$ cat src/rtl/al4s3b_fpga_onion_intrctrl.sv
// Wishbone-slave interrupt aggregator: latches synchronized sources into W1C
// pending bits, then masks and routes them onto four registered INTR_o lines.
module al4s3b_fpga_onion_intrctrl #(
    parameter int unsigned NUM_SRC            = 16,
    parameter int unsigned ADDRWIDTH          = 10,
    parameter logic [31:0] DEFAULT_READ_VALUE = 32'hBAD_FAB_AC
) (
    input  logic               WBs_CLK_i,
    input  logic               WBs_RST_i,
    input  logic [16:0]        WBs_ADR_i,
    input  logic               WBs_CYC_i,
    input  logic [3:0]         WBs_BYTE_STB_i,
    input  logic               WBs_WE_i,
    input  logic               WBs_STB_i,
    input  logic [31:0]        WBs_DAT_i,
    output logic [31:0]        WBs_DAT_o,
    output logic               WBs_ACK_o,
    input  logic [NUM_SRC-1:0] SRC_i,
    output logic [3:0]         INTR_o
);

    localparam int unsigned RTW = 2 * NUM_SRC;
    localparam int unsigned OFW = ADDRWIDTH - 2;

    localparam logic [OFW-1:0] REG_RAW    = OFW'(0);
    localparam logic [OFW-1:0] REG_STATUS = OFW'(1);
    localparam logic [OFW-1:0] REG_ENABLE = OFW'(2);
    localparam logic [OFW-1:0] REG_MODE   = OFW'(3);
    localparam logic [OFW-1:0] REG_ROUTE  = OFW'(4);
    localparam logic [OFW-1:0] REG_SWSET  = OFW'(5);
    localparam logic [OFW-1:0] REG_INTR   = OFW'(6);

    logic [NUM_SRC-1:0] s1, s2, s3;
    logic [NUM_SRC-1:0] status, enable, mode;
    logic [RTW-1:0]     route;

    logic [OFW-1:0]     offset_c;
    logic               access_c, wr_c, rd_c;
    logic [31:0]        lane_mask_c, wdata_c, rdata_c;
    logic [NUM_SRC-1:0] w1c_clear_c, sw_set_c, hw_set_c, status_next_c;
    logic [3:0]         intr_c;
    logic               unused_adr;

    assign unused_adr  = ^{WBs_ADR_i[16:ADDRWIDTH], WBs_ADR_i[1:0]};
    assign offset_c    = WBs_ADR_i[ADDRWIDTH-1:2];
    assign access_c    = WBs_CYC_i & WBs_STB_i & ~WBs_ACK_o;
    assign wr_c        = access_c & WBs_WE_i;
    assign rd_c        = access_c & ~WBs_WE_i;
    assign lane_mask_c = {{8{WBs_BYTE_STB_i[3]}}, {8{WBs_BYTE_STB_i[2]}},
                          {8{WBs_BYTE_STB_i[1]}}, {8{WBs_BYTE_STB_i[0]}}};
    assign wdata_c     = WBs_DAT_i & lane_mask_c;

    // Pending-bit update: sets win over a same-edge W1C clear
    always_comb begin
        w1c_clear_c = '0;
        sw_set_c    = '0;
        if (wr_c && offset_c == REG_STATUS) w1c_clear_c = NUM_SRC'(wdata_c);
        if (wr_c && offset_c == REG_SWSET)  sw_set_c    = NUM_SRC'(wdata_c);
        hw_set_c      = (mode & s2 & ~s3) | (~mode & s2);
        status_next_c = (status & ~w1c_clear_c) | hw_set_c | sw_set_c;
    end

    always_comb begin
        intr_c = '0;
        for (int unsigned i = 0; i < NUM_SRC; i++) begin
            if (status[i] && enable[i]) intr_c = intr_c | (4'b0001 << route[2*i +: 2]);
        end
    end

    always_comb begin
        rdata_c = DEFAULT_READ_VALUE;
        case (offset_c)
            REG_RAW:    rdata_c = 32'(s2);
            REG_STATUS: rdata_c = 32'(status);
            REG_ENABLE: rdata_c = 32'(enable);
            REG_MODE:   rdata_c = 32'(mode);
            REG_ROUTE:  rdata_c = 32'(route);
            REG_SWSET:  rdata_c = 32'd0;
            REG_INTR:   rdata_c = 32'(INTR_o);
            default:    rdata_c = DEFAULT_READ_VALUE;
        endcase
    end

    always_ff @(posedge WBs_CLK_i or posedge WBs_RST_i) begin
        if (WBs_RST_i) begin
            s1        <= '0;
            s2        <= '0;
            s3        <= '0;
            status    <= '0;
            enable    <= '0;
            mode      <= '0;
            route     <= '0;
            INTR_o    <= '0;
            WBs_ACK_o <= 1'b0;
            WBs_DAT_o <= '0;
        end else begin
            s1        <= SRC_i;
            s2        <= s1;
            s3        <= s2;
            status    <= status_next_c;
            INTR_o    <= intr_c;
            WBs_ACK_o <= access_c;
            if (rd_c) WBs_DAT_o <= rdata_c;
            if (wr_c) begin
                case (offset_c)
                    REG_ENABLE: enable <= NUM_SRC'((32'(enable) & ~lane_mask_c) | wdata_c);
                    REG_MODE:   mode   <= NUM_SRC'((32'(mode) & ~lane_mask_c) | wdata_c);
                    REG_ROUTE:  route  <= RTW'((32'(route) & ~lane_mask_c) | wdata_c);
                    default:    ;
                endcase
            end
        end
    end

endmodule
$ cat config.mk
export PLATFORM = sky130hd
export DESIGN_NAME = al4s3b_fpga_onion_intrctrl
export DESIGN_NICKNAME = d
export VERILOG_FILES = /design/src/rtl/al4s3b_fpga_onion_intrctrl.sv
export SDC_FILE = /design/constraint.sdc
export NUM_CORES = 1
export LEC_CHECK = 0
export CAP_MARGIN = 25
export CORE_MARGIN = 2
export CORE_UTILIZATION = 30
export CTS_CLUSTER_DIAMETER = 60
export CTS_CLUSTER_SIZE = 28
export DETAILED_ROUTE_END_ITERATION = 6
export PLACE_DENSITY_LB_ADDON = 0.25
export SYNTH_ARGS = -nofsm -noshare
export SYNTH_HDL_FRONTEND = slang
export SYNTH_SLANG_ARGS = --single-unit
$ cat constraint.sdc
create_clock -name WBs_CLK_i -period 5.9 [get_ports WBs_CLK_i]
set_input_delay 1.18 -clock WBs_CLK_i [delete_from_list [all_inputs] [get_ports WBs_CLK_i]]
set_output_delay 1.18 -clock WBs_CLK_i [all_outputs]
set_load 0.05 [all_outputs]
# After elaboration in Yosys (flattened, before gate mapping)
# Cells that the tools add are included.
[word_totals]
output_inout_bits = 37
wordCells = 112
input_bits = 74
reg_bits = 165
mem_count = 0
latch_bits = 0
ramBits = 0
romBits = 0
[op_classes]
mul = 0
mux = 19
reduce_logical = 22
bitwise = 39
eq_ne = 6
n_lt_le_gt_ge = 0
div_mod_pow = 0
add_sub_neg = 0
shifts = 16
[op_table]
columns = ["operator", "count"]
rows = [
  ["case mux 32 bit (7 select lines)", 1],
  ["bitwise AND 16 bit", 6],
  ["OR 16 bit", 5],
  ["bitwise AND 32 bit", 2],
  ["2-to-1 mux 4 bit", 16],
  ["left shift 1 x 2 -> 4 bit, first input constant", 16],
  ["OR 4 bit", 15],
  ["NOT 16 bit", 3],
  ["2-to-1 mux 16 bit", 2],
  ["NOT 32 bit", 1],
  ["OR 32 bit", 1],
  ["equality test 8 x 3 -> 1 bit, second input constant", 3],
  ["logical AND 1 bit", 18],
  ["equality test 8 x 2 -> 1 bit, second input constant", 2],
  ["equality test 8 x 1 -> 1 bit, second input constant", 1],
  ["zero test 8 bit", 1],
  ["AND reduction 2 bit", 3],
  ["bitwise AND 1 bit", 4],
  ["NOT 1 bit", 2],
]

# Longest topological paths before layout
[logic_depth]
ltp_word = 32
depth_mapped = 7
mapped_depth_nobuf = 4

# Worst setup path before layout
# No wires, ideal clock.
[synth_timing]
kind = "input port to flip-flop"
from = "in WBs_ADR_i[7]"
to = "reg with a tool-made name"
path_slack_ns = 3.090
t_arrival_ns = 2.686
path_stages = 5
required_time_ns = 5.775
setup_time_ns = 0.125
path_buffers = 1
path_cell_list = "or4_4 -> nor3_4 -> and4b_1 -> buf_4 -> mux2_2"
[synth_lines]
columns = ["element", "line", "source"]
rows = [
  ["start: declaration", "10", "input logic [16:0] WBs_ADR_i,"],
]

==> results_dict.tcl <==
set metrics [dict create \
    status "finished clean" \
    path_cells "clkdlybuf4s50_1 -> or4_4 -> nor3_4 -> and4b_1 -> mux2_2" \
    row_count 56 \
    clkPwrFrac 0.450 \
    power.switching_mw 0.597 \
    die_y_um 159 \
    start_kind "primary input" \
    via_per_inst 5.29 \
    antenna_found_initial 0 \
    path_max_fanout 22 \
    clkTransAtPathRegs_ns 0.06 \
    synth_nets 662 \
    globalRouteTotalUtil 0.170 \
    ys_seq_area_frac 0.572 \
    synthesis.area_um2 7220 \
    nets 763 \
    relSlewSlack 0.377 \
    internal_power_mw 1.88 \
    cts_buffer_depth 2 \
    post-route-period-util 0.618 \
    p_comb_frac 0.075 \
    crit_buf_inv 1 \
    htreeDepth 4 \
    grt-ovfl-total 0 \
    io_pins 111 \
    vdd_ir_drop_max_mv 0.158 \
    fin_util 0.389 \
    drt-pass1-iter-count 5 \
    arrival_ns 3.95 \
    place_congestion 0.856 \
    path_class "in -> reg" \
    critical_path.endpoint_type "flop" \
    synthMuxAreaShare 0.135 \
    post_cts_resized 0 \
    area_growth_pct 26.7 \
    start_util 0.307 \
    die_w_um 159 \
    drt_iter0_drc 399 \
    period_minus_slack_ns 3.65 \
    required_ns 6.20 \
    drive_above_1_share 0.171 \
    synthCells 588 \
    yosys.area_share.adder 0 \
    synth_compound_area_frac 0.114 \
    cts_tree "done" \
    vias 5404 \
    dp_cells 989 \
    hold_viol 0 \
    holdWs_ns 0.349 \
    synth.area.top_cells "dfrtp_1 (57%), mux2_2 (9.5%), nand3_1 (2.7%)" \
    syn_area_per_cell_um2 12.3 \
    grt_pass1_vias 5590 \
    dp_hpwl_um 15800 \
    ys_seq_elements 165 \
    fillCellCount 2309 \
    worst_path_largest_cell_delay_ns 0.73 \
    drv_cap 0 \
    synthSimpleGateAreaFrac 0.150 \
    setup_violations 0 \
    met1_length_um 9900 \
    ys.warnings.count 0 \
    worst_pin_slew_ns 0.931 \
    worstHoldPathType "reg -> reg" \
    synthArstFlopShare 1.00 \
    rsz0062_at_grt "no" \
    yosysTopAreaCell "dfrtp_1" \
    skew_ns 0.0105 \
    wire_per_inst_um 20.8 \
    io_buffers 101 \
    seqPwrFrac 0.475 \
    sw_frac_of_total 0.241 \
    synth_cell_type_count 48 \
    cts_root_buf "clkbuf_16" \
    synth_edf_count 0 \
    finalWirelength_um 21200 \
    synth_xor_area_frac 0 \
    coreArea_um2 23500 \
    drv_slew 0 \
    grt_start_max_net_pins 91 \
    detail-route-antenna-nets 0 \
    tns_ns 0 \
    die_area_um2 25300 \
    final_cells 1021 \
    antenna_cells 0 \
    synth.top_cell.area_share 0.572 \
    insertion_delay_ns 0.43 \
    postCtsHoldBufs 0 \
    fmax_ghz 0.274 \
    cts.sinks 165 \
    numCtsBuffers 17 \
    met3_length_um 1170 \
    wl_met2_um 9870 \
    grt_pass1_wl_um 33100 \
    synth_flop_cell "dfrtp_1" \
    p_leak_nw 3.71 \
    cp_top_family "simple AND/OR/NAND/NOR gates" \
    crit_path_top_delay_cell "nor3_4" \
    power.density_nw_per_um2 270 \
    top_layer "met4" \
    synth_top_family_by_area "simple AND/OR/NAND/NOR gates" \
    postCtsSetupRepairBufs 0 \
    drc 0 \
]
worst reg2reg max path, delay by kind of cell (launching register included):
family	cells	cell delay, ns
flip-flops	1	0.42
multiplexers	1	0.40
AND/OR/NAND/NOR	3	1.75
layout make-up:
| type | instances | area (um2) | share of cell area |
|---|---|---|---|
| well taps | 319 | 399 | 0.0436 |
| clock inverters | 13 | 149 | 0.0163 |
| inverters | 9 | 38.8 | 0.00424 |
| multi-input cells | 383 | 2890 | 0.316 |
| flip-flops and latches | 165 | 4130 | 0.451 |
| clock buffers | 19 | 443 | 0.0484 |
| repair buffers | 113 | 1100 | 0.120 |
layout by cell type, fill, tap and decap left out, drive strengths merged, types with 6 or more instances in the layout:
cell type,n
a22oi,8
clkdlybuf4s50,101
nand3,41
mux4,8
nor2,31
a22o,6
a31oi,8
o22ai,11
clkbuf,19
nand2,40
inv,13
buf,12
nor4,6
o2111ai,6
a21boi,16
a21oi,15
nor3,7
nand4b,8
dfrtp,165
mux2i,10
nand4,28
o32ai,6
o21ai,7
mux2,62
a221o,16
final timing paths:
| check | from | endpoint | slack, ns | cells after the start |
|---|---|---|---|---|
| min in group asynchronous | WBs_RST_i | s1[4] | 1.29 | 2 |
| worst max-delay path | WBs_ADR_i[7] | flop | 2.25 | 5 |
| max in group asynchronous | WBs_RST_i | asynchronous set/reset pin | 3.48 | 3 |
| worst min register to register | s1[9] | s2[9] | 0.35 | 0 |
| worst max register to register | WBs_ACK_o | flop | 3.22 | 4 |
| worst min-delay path | s1[9] | s2[9] | 0.35 | 0 |
routing by layer:
metal / track usage / vias to the layer above
li1: - / 2441
met1: 0.240 / 2767
met2: 0.266 / 174
met3: 0.0341 / 22
met4: 0.0475 / 0
met5: 0 / -
through the flow:
stage	cell area [um2]	setup slack, ns	power [mW]
finish	9150	2.25	2.47
global placement	8560	1.88	1.38
CTS	9150	2.30	2.51
global route	9150	2.18	2.57
detailed placement	8560	1.86	1.38
floorplan	7220	0.258	1.28
cell usage after synthesis (6+ instances only):
library cell,count
a21boi_0,16
a21oi_1,15
a221o_1,16
a22o_1,6
a22oi_1,8
a31oi_1,8
buf_2,10
buf_4,9
clkbuf_1,11
dfrtp_1,165
inv_1,9
mux2_2,61
mux2i_1,10
mux4_2,8
nand2_1,40
nand3_1,39
nand4_1,28
nand4b_1,8
nor2_1,31
nor3_1,6
o2111ai_1,6
o21ai_0,7
o22ai_1,11
o32ai_1,6
power by group through the flow:
stage / clock, mW / sequential (mW) / combinational (mW)
3_5_place_dp: 0 / 1.20 / 0.188
6_report: 1.11 / 1.18 / 0.186
3_3_place_gp: 0 / 1.20 / 0.185
2_1_floorplan: 0 / 1.22 / 0.0670
4_1_cts: 1.14 / 1.18 / 0.188
5_1_grt: 1.19 / 1.18 / 0.201
cells by family after synthesis:
family	Yosys count
buf+inv	40
mux	80
simple gates	194
compound gates	109
flops	165
Note: power is estimated with default switching activity, not from simulation.
